`src/rtl/stream_transpose_pkg.sv`:
```
// Shared sizing and types for the stream_transpose corner-turn buffer.
// Element count and width live here so the bank and top agree on one row layout.
package stream_transpose_pkg;

    localparam int NUM = 4;
    localparam int W   = 16;
    localparam int CW  = $clog2(NUM);

    typedef logic [NUM*W-1:0] row_t;
    typedef logic [CW-1:0]    idx_t;
    typedef logic             bank_idx_t;

endpackage

```
`src/rtl/stream_transpose_bank.sv`:
```
// One NUM x NUM element bank: row-wide write port, column-wide read mux.
// Storage clears on reset so the idle output column reads as zero.
module tp_bank
    import stream_transpose_pkg::*;
(
    input  logic clk,
    input  logic rst_n,
    input  logic wr_en,
    input  idx_t wr_row,
    input  row_t wr_data,
    input  idx_t rd_col,
    output row_t rd_data
);

    row_t rows_q [NUM];
    row_t rows_d [NUM];

    always_comb begin
        for (int k = 0; k < NUM; k++) begin
            rows_d[k] = rows_q[k];
        end
        if (wr_en) begin
            rows_d[wr_row] = wr_data;
        end
    end

    always_ff @(posedge clk or negedge rst_n) begin
        if (!rst_n) begin
            for (int k = 0; k < NUM; k++) begin
                rows_q[k] <= '0;
            end
        end else begin
            for (int k = 0; k < NUM; k++) begin
                rows_q[k] <= rows_d[k];
            end
        end
    end

    // Column j gathers element j of every stored row; row k lands in slot k.
    always_comb begin
        rd_data = '0;
        for (int k = 0; k < NUM; k++) begin
            rd_data[k*W +: W] = rows_q[k][rd_col*W +: W];
        end
    end

endmodule

```
`src/rtl/stream_transpose.sv`:
```
// Ping-pong corner-turn buffer: rows in one per cycle, columns out one per cycle.
// Outputs depend only on registered pointers, counters, flags and storage.
module stream_transpose
    import stream_transpose_pkg::*;
(
    input  logic           clk,
    input  logic           rst_n,
    input  logic           in_valid,
    output logic           in_ready,
    input  logic [NUM*W-1:0] in_data,
    output logic           out_valid,
    input  logic           out_ready,
    output logic [NUM*W-1:0] out_data,
    output logic           out_last
);

    bank_idx_t wb_q, wb_d;
    bank_idx_t rb_q, rb_d;
    idx_t      wr_q, wr_d;
    idx_t      rc_q, rc_d;
    logic [1:0] full_q, full_d;

    logic in_fire;
    logic out_fire;
    logic [1:0] bank_we;
    row_t rd_data0;
    row_t rd_data1;

    assign in_ready  = ~full_q[wb_q];
    assign out_valid = full_q[rb_q];
    assign out_last  = out_valid & (rc_q == idx_t'(NUM-1));
    assign out_data  = rb_q ? rd_data1 : rd_data0;

    assign in_fire  = in_valid & in_ready;
    assign out_fire = out_valid & out_ready;

    assign bank_we[0] = in_fire & (wb_q == 1'b0);
    assign bank_we[1] = in_fire & (wb_q == 1'b1);

    // Writer and reader touch different flags whenever both fire, so the
    // set and clear below never collide on one bank.
    always_comb begin
        wb_d   = wb_q;
        rb_d   = rb_q;
        wr_d   = wr_q;
        rc_d   = rc_q;
        full_d = full_q;
        if (in_fire) begin
            wr_d = wr_q + idx_t'(1);
            if (wr_q == idx_t'(NUM-1)) begin
                full_d[wb_q] = 1'b1;
                wb_d         = ~wb_q;
            end
        end
        if (out_fire) begin
            rc_d = rc_q + idx_t'(1);
            if (rc_q == idx_t'(NUM-1)) begin
                full_d[rb_q] = 1'b0;
                rb_d         = ~rb_q;
            end
        end
    end

    always_ff @(posedge clk or negedge rst_n) begin
        if (!rst_n) begin
            wb_q   <= 1'b0;
            rb_q   <= 1'b0;
            wr_q   <= '0;
            rc_q   <= '0;
            full_q <= '0;
        end else begin
            wb_q   <= wb_d;
            rb_q   <= rb_d;
            wr_q   <= wr_d;
            rc_q   <= rc_d;
            full_q <= full_d;
        end
    end

    tp_bank u_bank0 (
        .clk     (clk),
        .rst_n   (rst_n),
        .wr_en   (bank_we[0]),
        .wr_row  (wr_q),
        .wr_data (in_data),
        .rd_col  (rc_q),
        .rd_data (rd_data0)
    );

    tp_bank u_bank1 (
        .clk     (clk),
        .rst_n   (rst_n),
        .wr_en   (bank_we[1]),
        .wr_row  (wr_q),
        .wr_data (in_data),
        .rd_col  (rc_q),
        .rd_data (rd_data1)
    );

endmodule

```
`config.mk`:
```
export PLATFORM = sky130hd
export DESIGN_NAME = stream_transpose
export DESIGN_NICKNAME = d
export VERILOG_FILES = /design/src/rtl/stream_transpose_pkg.sv /design/src/rtl/stream_transpose_bank.sv /design/src/rtl/stream_transpose.sv
export SDC_FILE = /design/constraint.sdc
export NUM_CORES = 1
export LEC_CHECK = 0
export BUFFER_PORTS_ARGS = -buffer_cell sky130_fd_sc_hd__buf_2
export CORE_AREA = 8 8 215 237
export CTS_CLUSTER_DIAMETER = 200
export DETAILED_ROUTE_END_ITERATION = 7
export DIE_AREA = 0 0 223 245
export PLACE_DENSITY = 0.75
export SETUP_SLACK_MARGIN = 0.15
export SYNTH_ARGS = -nofsm -noshare
export SYNTH_HDL_FRONTEND = slang
export SYNTH_SLANG_ARGS = --single-unit
```
`constraint.sdc`:
```
create_clock -name clk -period 2.4 [get_ports clk]
set_input_delay 0 -clock clk [delete_from_list [all_inputs] [get_ports clk]]
set_output_delay 0 -clock clk [all_outputs]
set_load 0.02 [all_outputs]
```
---- Word level (Yosys, flattened, before mapping) ----
Index checks and enable logic that the tools add are counted.
Widths: inputs -> output; s select.
word-level totals
  flip-flop bits (word level) ............. 520
  input bits .............................. 68
  output and inout bits ................... 67
  word-level logic and storage cells ...... 65
operators by class
  add/sub/neg operators ................... 2
  order comparisons ....................... 6
  equal/unequal tests ..................... 2
  shift operators ......................... 8
  multiplexer cells ....................... 17
  bitwise gates (word level) .............. 12
  reduce and logical (&&, ||, !) cells .... 5
operators by type and width
  kind                 number
  $bwmux 256           2
  $shiftx 64x7->16     8
  $demux 64 s2         1
  $mux 64              2
  $mux 2               4
  $mux 1               6
  $and 1x1->1          5
  $add 2x1->2 const B  2
  $eq 2x2->1 const B   2
  $lt 1x2->1 const B   2
  $reduce_and 2->1     2
  $ge 3x3->1 const B   1
  $logic_and 1x1->1    3
  $lt 3x1->1 const B   1
  $not 1->1            3
  $not 2->3            1
  $and 2x2->2          1
  $demux 1 s1          2
  $ge 1x1->1 const B   2
  $not 2->2            1
  $or 2x2->2           1

---- Longest topological paths before layout ----
Gate-level depths: netlist of run 1.
  depth after elaboration ................. 10
  gate-level depth with buffers ........... 6
  depth with buffers taken out ............ 5

---- Cells and area by module ----
Synthesis of run 1 repeated with hierarchy kept, for this count alone.
unflattened totals
  cell total of the unflattened synthesis .. 1345
  area, all modules ....................... 23505.0 µm²
modules (own cells, without submodules)
  module            instances  cells an instance  area each (µm²)  seq. area each (µm²)
  tp_bank           2          621                11162.0          6406.1
  stream_transpose  1          103                1181.1           200.2

---- Worst setup path before layout of run 1 ----
No wires, ideal clock.
  kind .................................... register to register
  start point ............................. reg wr_q[0]
  end point ............................... reg u_bank0.rows_q[216] (netlist name)
  arrival ................................. 1.598 ns
  required time ........................... 2.275 ns
  setup slack ............................. 0.677 ns
  cell stages (with the launch flop) ...... 7
  buffers on the path ..................... 1
  cell sequence ........................... dfrtp_1 -> inv_1 -> ha_1 -> nand2_1 -> nor3_4 -> buf_2 -> mux2_2
between the ends
  longest elaborated chain between the ends .. 6
  elaborated cells between the ends (all ways) .. 7
  those cells by class .................... 2 x order compare; 3 x mux; 1 x bitwise; 1 x reduce/logical
RTL lines
  element                                                                line                         source
  start: declaration                                                     stream_transpose.sv:19       idx_t wr_q, wr_d;
  start signal: assignment                                               stream_transpose.sv:74       wr_q <= wr_d;
  $not 2->3 (implied by the code) *                                      stream_transpose_bank.sv:23  rows_d[wr_row] = wr_data;
  $ge 3x3->1 (implied by the code) / $lt 3x1->1 (equally long branches)  stream_transpose_bank.sv:23
  $logic_and 1x1->1 (implied by the code)                                stream_transpose_bank.sv:23
  $mux 64 (implied by the code)                                          stream_transpose_bank.sv:23
  $demux 64 s2 *                                                         stream_transpose_bank.sv:23
  $bwmux 256 *                                                           stream_transpose_bank.sv:23
  end signal: indexed assignment                                         stream_transpose_bank.sv:34  rows_q[k] <= rows_d[k];
  end: declaration                                                       stream_transpose_bank.sv:15  row_t rows_q [NUM];
Mark *: on every way between the ends. The rest lies on a longest branch, timed or not.
A chain may end at the register's enable or synchronous reset.

---- Worst setup path in the final report of run 1 ----
  start point ............................. reg rb_q
  end point ............................... out out_data[41]
between the ends
  longest elaborated chain between the ends .. 1
RTL lines
  element                   line                    source
  start: declaration        stream_transpose.sv:18  bank_idx_t rb_q, rb_d;
  start signal: assignment  stream_transpose.sv:73  rb_q <= rb_d;
  $mux 64                   stream_transpose.sv:32  assign out_data = rb_q ? rd_data1 : rd_data0;
  end: declaration          stream_transpose.sv:13  output logic [NUM*W-1:0] out_data,
No other way between the ends.

==> results of run 1 <==
worst max-delay path, stage by stage (launching register included):
cell	delay [ns]
dfrtp_4	0.50
buf_6	0.14
buf_12	0.14
buf_16	0.15
mux4_2	0.45
mux2_4	0.31
buf_6	0.14
per-layer routing:
metal / up-vias / global-route usage, % / part of all wire, %
met5: - / 0 / 0
met3: 83 / 3.33 / 4.2
met1: 7183 / 27.5 / 43
met4: 0 / 5.77 / 2.4
li1: 5578 / - / -
met2: 264 / 34.6 / 50
repair_timing:
| action | 4_1_cts | 5_1_grt |
|---|---|---|
| hold buffers | 68 | 0 |
| gates cloned | 16 | 1 |
| setup endpoints to repair | 64 | 64 |
| gates resized for setup | 179 | 13 |
| endpoints found under the hold margin | 1039 | 0 |
| buffers inserted | 14 | 0 |
final timing paths:
check | slack, ns | start | depth (start not counted) | to
max | -0.008 | rb_q | 6 | out_data[41]
min | 0.11 | rst_n | 3 | u_bank0.rows_q[122]
max reg2reg | 0.37 | wb_q | 4 | u_bank1.rows_q[150]
min reg2reg | 0.48 | u_bank0.rows_q[100] | 1 | u_bank0.rows_q[100]
max in group asynchronous | 1.77 | rst_n | 3 | u_bank1.rows_q[32]
min in group clk | 0.32 | in_data[3] | 3 | u_bank0.rows_q[67]
state kept, by name, summed over array words and instances, names as in the netlist:
signal          flops
wr_q                2
wb_q                1
rb_q                1
u_bank0.rows_q    256
full_q              2
rc_q                2
u_bank1.rows_q    256
cell type report:
type | instances | share of cell area (%)
inverters | 2 | 0.0263
flip-flops and latches | 520 | 45.7
well taps | 602 | 2.64
clock inverters | 20 | 0.773
multi-input cells | 740 | 34.8
clock buffers | 74 | 5.42
repair buffers | 275 | 10.7
report_power, final:
part	switching [mW]	internal (mW)	leakage, nW
clock	3.39	4.90	0.864
sequential	2.35	13.2	6.32
combinational	8.62	12.7	5.25
total	14.4	30.8	12.4
logic make-up (layout without fill, tap and decap cells):
logic type / after synthesis / in the layout / synth area share [%]
multiplexers: 708 / 708 / 40.6
flip-flops: 520 / 520 / 56.1
XOR/XNOR: 2 / 2 / 0.0756
AND/OR/NAND/NOR: 21 / 21 / 0.642
buffers and inverters: 91 / 371 / 2.16
AO/OA/AOI/OAI: 4 / 4 / 0.119
adder cells (fa/ha/maj): 5 / 5 / 0.270
cells in the final DEF, fill, tap and decap left out, types with 3 or more instances in the layout:
| master | instances |
|---|---|
| bufinv_16 | 4 |
| mux2_4 | 53 |
| buf_16 | 20 |
| clkbuf_8 | 14 |
| dlygate4sd3_1 | 67 |
| clkbuf_16 | 54 |
| buf_2 | 79 |
| clkbuf_1 | 7 |
| buf_4 | 20 |
| dfrtp_1 | 517 |
| buf_12 | 28 |
| nand2_1 | 9 |
| mux2_2 | 510 |
| buf_8 | 3 |
| clkinv_2 | 9 |
| dfrtp_4 | 3 |
| nor3_4 | 3 |
| nand3_4 | 4 |
| buf_6 | 57 |
| ha_1 | 5 |
| mux2_1 | 16 |
| clkinvlp_4 | 5 |
| mux4_2 | 128 |
==> qor.yml, run 1 <==
outcome: "complete, but fails checks"
violations: "negative setup slack"
synth-async-reset-ratio_pct: 100
synth_area_sq_um: 23200
regArea_sq_um: 13000
fin_util_pct: 60.4
cap_violations: 0
grt_overflow: 0
clk_latency_ns: 0.58
routed_wl_mm: 55.1
drc: 0
die_area_sq_um: 54600
crit_path_start_kind: "flip-flop"
cts_num_sinks: 520
critPathArrivalTime_ns: 2.41
setup_viol: 2
grt_pass1_vias: 14500
yosysTopAreaCellShare_pct: 56.1
fin_cells: 2233
design_power_total_mw: 45.2
layout_min_cycle_time_ns: 2.41
yosys-top-cells-area: "dfrtp_1, mux2_2, mux4_2"
antenna_found_initial: 0
synthFlopType: "dfrtp_1"
final.setup.tns_ns: -0.0125
ant_nets: 0
p_leak_nw: 12.4
hp-class: "in2async"
preCtsSetupSlack_ns: 0.387
clkSlewWorstSetupHoldPaths_ns: 0.06
yosysWarningCount: 0
whs_ns: 0.106
cp.required_ns: 2.40
clk_path_buf_depth: 3
postLayoutCellArea_sq_um: 28500
drt-pass1-iter-count: 4
num_io_pins: 135
cts_root_buffer: "clkbuf_16"
slew_viol_final: 0
grt_util_all_layers_pct: 20.5
vias: 13100
fin_nets: 1664
finalCritPeriodShare_pct: 100
io_buffers: 134
h-tree-depth: 2
synth.top_cells.by_count: "mux2_2, dfrtp_1, mux4_2, buf_2, mux2_1"
hold_viol: 0
drtIter0Drc: 738
avgSynthCellArea_sq_um: 17.2
netlist.top_cell.by_area: "dfrtp_1"
worst_slew_pin_slew_ns: 0.485
wl_per_cell_um: 24.7
dieHeight_um: 245
multi_input_area_sq_um: 9910
coreArea_sq_um: 47200
yosys_register_bits: 520
relSlewSlack_pct: 67.7
syn_nets: 1424
viasPerCell: 5.87
tritoncts: "yes"
place_congestion: 0.724
place_area_sq_um: 24800
critPathCaptureType: "output pin"
drive_above_1_share_pct: 61.2
num_antenna_cells: 0
area_growth_pct: 22.9
grt_setup_unrepaired: "true"
dp_cells: 2040
criticalPathCategory: "reg2out"
hpwl_mm: 31.9
synth_cell_types: 25
cts_buffers: 52
power.density_nw_per_um2: 1580
yosysMostFrequentCell: "mux2_2"
fillers: 3371
clock.fmax_ghz: 0.415
grt_max_degree: 87
synth_edf_count: 0
vdd_drop_max_mv: 0.842
start_util_pct: 49.1
grt_pass1_wl_mm: 87.8
fp.dieW_um: 223
setup_ws_ns: -0.00799
finClkSkew_ns: 0.0110
netlist_instances: 1351
ys_seq_area_share_pct: 56.1
row_count: 84
critPathMaxFanout: 5
Power figures use the tool's default switching activity.
==> run 2: changes to the inputs <==
CORE_AREA = 8 8 206 247   (was 8 8 215 237)
DIE_AREA = 0 0 214 255   (was 0 0 223 245)
==> qor.yml, run 2 (synthesis gave the netlist of run 1 again) <==
p_leak_nw: 12.3
preCtsSetupSlack_ns: 0.444
h-tree-depth: 2
io_buffers: 134
routed_wl_mm: 53.1
hold_viol: 0
ant_nets: 0
power.density_nw_per_um2: 1560
hp-class: "in2async"
grt_setup_unrepaired: "true"
grt_pass1_vias: 14500
cts_buffers: 51
num_io_pins: 135
vdd_drop_max_mv: 0.783
outcome: "complete, but fails checks"
vias: 12800
grt_pass1_wl_mm: 85.3
drive_above_1_share_pct: 60.7
hpwl_mm: 32.9
grt_max_degree: 83
cts_root_buffer: "clkbuf_16"
reg2reg_depth: 6
met1_usage_pct: 25.4
slew_viol_final: 0
r2r_end: "u_bank0.rows_q[180]"
crit_path_start_kind: "flip-flop"
violations: "negative setup slack"
critPathCaptureType: "output pin"
fin_nets: 1653
drc: 0
critPathMaxFanout: 8
fp.dieW_um: 214
place_congestion: 0.725
viasPerCell: 5.70
grt_overflow: 0
clkSlewWorstSetupHoldPaths_ns: 0.06
dp_cells: 2060
met2_usage_pct: 34.1
layout_common_cells: "dfrtp_1, mux2_2, mux4_2"
reg_top3: "u_bank0.rows_q: 256 flops, u_bank1.rows_q: 256 flops"
area_growth_pct: 21.4
postLayoutCellArea_sq_um: 28100
critPathArrivalTime_ns: 2.44
layout_min_cycle_time_ns: 2.44
r2r_start: "wr_q[1]"
criticalPathCategory: "reg2out"
rrSetupSlack_ns: 0.44
final_common_cell: "dfrtp_1"
place_area_sq_um: 24800
worst_slew_pin_slew_ns: 0.704
row_count: 87
clk_latency_ns: 0.57
final.setup.tns_ns: -0.122
relSlewSlack_pct: 53.0
num_antenna_cells: 0
cap_violations: 0
drt-pass1-iter-count: 4
setup_ws_ns: -0.0369
cts_num_sinks: 520
clk_path_buf_depth: 3
die_area_sq_um: 54600
drtIter0Drc: 791
fin_cells: 2243
grt_util_all_layers_pct: 19.7
tritoncts: "yes"
wl_per_cell_um: 23.7
whs_ns: 0.0764
dieHeight_um: 255
coreArea_sq_um: 46700
cp.required_ns: 2.40
finClkSkew_ns: 0.0116
antenna_found_initial: 0
clock.fmax_ghz: 0.410
start_util_pct: 49.6
met3_usage_pct: 2.96
setup_viol: 11
gr-max-usage-layer: "met2"
finalCritPeriodShare_pct: 102
-- run 2: cell count changes in the layout (fill, tap and decap cells not counted), moves of 2 or more --
cell | previous run | this run
buf_4 | 20 | 24
clkbuf_8 | 14 | 11
mux2_2 | 510 | 514
buf_6 | 57 | 45
buf_2 | 79 | 84
clkbuf_16 | 54 | 52
clkinv_2 | 9 | 12
buf_16 | 20 | 12
clkbuf_1 | 7 | 11
mux2_4 | 53 | 49
clkinvlp_4 | 5 | 2
-- run 2: how the worst max path moves through the flow --
| stage | startpoint | endpoint | slack [ns] | cells past startpoint |
|---|---|---|---|---|
| 2_1_floorplan | wr_q[0] | u_bank0.rows_q[216] | 0.68 | 6 |
| 3_3_place_gp | rb_q | out_data[6] | 0.44 | 4 |
| 3_5_place_dp | rb_q | out_data[38] | 0.44 | 4 |
| 4_1_cts | rb_q | out_data[30] | -0.07 | 6 |
| 5_1_grt | rb_q | out_data[48] | -0.08 | 6 |
| 6_report | rb_q | out_data[48] | -0.04 | 6 |
-- run 2: final cells by class --
type                    count  area (sq um)
fillers                  3358         18600
flip-flops and latches    520         13000
multi-input cells         740          9900
repair buffers            265          2780
clock buffers              73          1470
well taps                 623           779
clock inverters            20           191
inverters                   2          7.51
-- run 2: power breakdown --
| group | total [mW] | switching (mW) | internal [mW] |
|---|---|---|---|
| clock | 7.89 | 3.31 | 4.58 |
| sequential | 15.5 | 2.35 | 13.2 |
| combinational | 20.6 | 8.36 | 12.2 |
-- run 2: through the flow --
step / power (mW) / utilization (%)
after global routing: 46.3 / 60.3
after CTS: 43.8 / 59.9
after detailed placement: 33.0 / 53.1
final: 44.0 / 60.3
after floorplan: 27.7 / -
after global placement: 32.3 / 53.1
-- run 2: layer usage --
metal,wire length [um],share of wire (%)
met1,22700,43
met2,27300,51
met5,0,0
met4,1440,2.7
met3,1660,3.1
-- run 2: repair_timing --
action / 4_1_cts / 5_1_grt
gates cloned: 10 / 1
hold buffers: 67 / 0
pin swaps: 0 / 0
setup endpoints to repair: 64 / 65
setup buffers: 10 / 2
endpoints found under the hold margin: 884 / 0
resized for setup: 129 / 37
-- run 2: critical path, cell delays in order, from the launching register on --
cell and delay (ns):
dfrtp_4 0.43, buf_12 0.16, buf_12 0.13, buf_16 0.14, mux4_2 0.55, mux2_4 0.31, buf_6 0.13
==> run 3: changes to the inputs <==
CORE_AREA = 8 8 207 249   (was 8 8 206 247)
DIE_AREA = 0 0 215 257   (was 0 0 214 255)
SLEW_MARGIN = 20   (was default)
SYNTH_HIERARCHICAL = 1   (was default)
==> qor.yml, run 3 <==
fin_nets: 1639
vdd_drop_max_mv: 0.850
critPathMaxFanout: 17
wl_per_cell_um: 21.7
gr-max-usage-layer: "met2"
met1_usage_pct: 22.5
drtIter0Drc: 627
grt_overflow: 0
setup_ws_ns: 0.0148
relSlewSlack_pct: 51.4
coreArea_sq_um: 47600
synth.top_cells.by_count: "mux2_2, dfrtp_1, mux4_2, buf_6, buf_4"
yosysMostFrequentCell: "mux2_2"
yosysWarningCount: 6
fin_cells: 2243
critPathCaptureType: "output pin"
cp.required_ns: 2.40
power.density_nw_per_um2: 1500
netlist_instances: 1345
outcome: "completed"
clock.fmax_ghz: 0.419
p_leak_nw: 12.3
drt-pass1-iter-count: 4
yosysTopAreaCellShare_pct: 55.4
final_common_cell: "mux2_2"
start_util_pct: 49.4
h-tree-depth: 2
drc: 0
clkSlewWorstSetupHoldPaths_ns: 0.06
routed_wl_mm: 48.6
synth_cell_types: 29
hpwl_mm: 30.3
ys_seq_area_share_pct: 55.4
yosys_register_bits: 520
final.setup.tns_ns: 0
synthFlopType: "dfrtp_1"
met3_usage_pct: 2.83
cts_buffers: 50
viasPerCell: 5.60
cts_root_buffer: "clkbuf_16"
crit_path_start_kind: "flip-flop"
synth_edf_count: 0
grt_max_degree: 85
io_buffers: 134
hp-class: "in2async"
met2_usage_pct: 31.1
grt_pass1_vias: 14000
fp.dieW_um: 215
finalCritPeriodShare_pct: 99.4
clk_path_buf_depth: 3
preCtsSetupSlack_ns: 0.358
grt_pass1_wl_mm: 78.6
netlist.top_cell.by_area: "dfrtp_1"
critPathArrivalTime_ns: 2.39
ant_nets: 0
fin_util_pct: 58.2
vias: 12600
synth_area_sq_um: 23500
dp_cells: 2063
avgSynthCellArea_sq_um: 17.5
clk_latency_ns: 0.56
die_area_sq_um: 55300
worst_slew_pin_slew_ns: 0.730
hold_viol: 0
layout_min_cycle_time_ns: 2.39
tritoncts: "yes"
yosys-top-cells-area: "dfrtp_1, mux2_2, mux4_2"
row_count: 88
cts_num_sinks: 520
place_congestion: 0.723
finClkSkew_ns: 0.0144
num_io_pins: 135
layout_common_cells: "mux2_2, dfrtp_1, mux4_2"
slew_viol_final: 0
setup_viol: 0
cap_violations: 0
area_growth_pct: 17.7
reg_top3: "u_bank0/rows_q: 256 flops, u_bank1/rows_q: 256 flops"
syn_nets: 1415
grt_setup_unrepaired: "true"
grt_util_all_layers_pct: 17.5
synth-async-reset-ratio_pct: 100
dieHeight_um: 257
antenna_found_initial: 3
criticalPathCategory: "reg2out"
drive_above_1_share_pct: 60.9
## run 3: what timing repair did
item	CTS	global route
resized for setup	10	71
gates cloned	1	3
hold buffers	67	0
buffers inserted	7	6
hold endpoints to repair	1040	0
setup endpoints to repair	64	63
## run 3: path summary, 6_finish.rpt
check                                    startpoint                   to  slack, ns  cells past startpoint
worst max-delay path                        rc_q[0]         out_data[19]       0.01                      5
worst min-delay path                          rst_n    u_bank0/rows_q[6]       0.02                      2
worst max register to register              wr_q[0]   u_bank0/rows_q[90]       0.35                      3
worst min register to register  u_bank0/rows_q[254]  u_bank0/rows_q[254]       0.48                      1
max in group asynchronous                     rst_n                 rb_q       1.53                      3
min in group clk                          out_ready              rc_q[0]       0.31                      4
## run 3: critical path, stage by stage, from the launching register on
cell and delay, ns:
dfrtp_4 0.42, buf_12 0.17, buf_12 0.21, mux4_2 0.52
mux2_2 0.32, buf_2 0.17
## run 3: cell type report
cell class                      instances  area (sq um)
Multi-Input combinational cell        735          9740
Timing Repair Buffer                  262          2390
Clock inverter                         19           255
Clock buffer                           74          1460
Tap cell                              630           788
Antenna cell                            3          7.51
Fill cell                            3623         19900
Sequential cell                       520         13000
## run 3: cell families after synthesis
group	count (synthesis)	share of synthesized area [%]
xor+xnor	2	0.0745
fa+ha+maj	2	0.106
flops	520	55.4
simple gates	17	0.543
compound gates	5	0.138
buf+inv	90	3.66
mux	709	40.1
## run 3: power breakdown
part / internal [mW] / switching (mW) / total (mW)
Sequential: 13.1 / 2.18 / 15.3
Clock: 4.87 / 3.21 / 8.08
Combinational: 10.7 / 7.48 / 18.2
## run 3: through the flow
stage	hold WS, ns	area, sq um	total power [mW]
4_1_cts	0.0141	27300	40.9
3_5_place_dp	0.0262	24800	32.1
3_3_place_gp	0.0208	24800	31.4
6_report	0.0161	27700	41.6
2_1_floorplan	-0.296	23500	27.5
5_1_grt	0.0302	27700	43.9
## run 3: per-layer routing
metal	up-vias	share of wire (%)
li1	5550	-
met1	6795	43
met2	158	53
met3	49	3.0
met4	0	1.6
met5	-	0
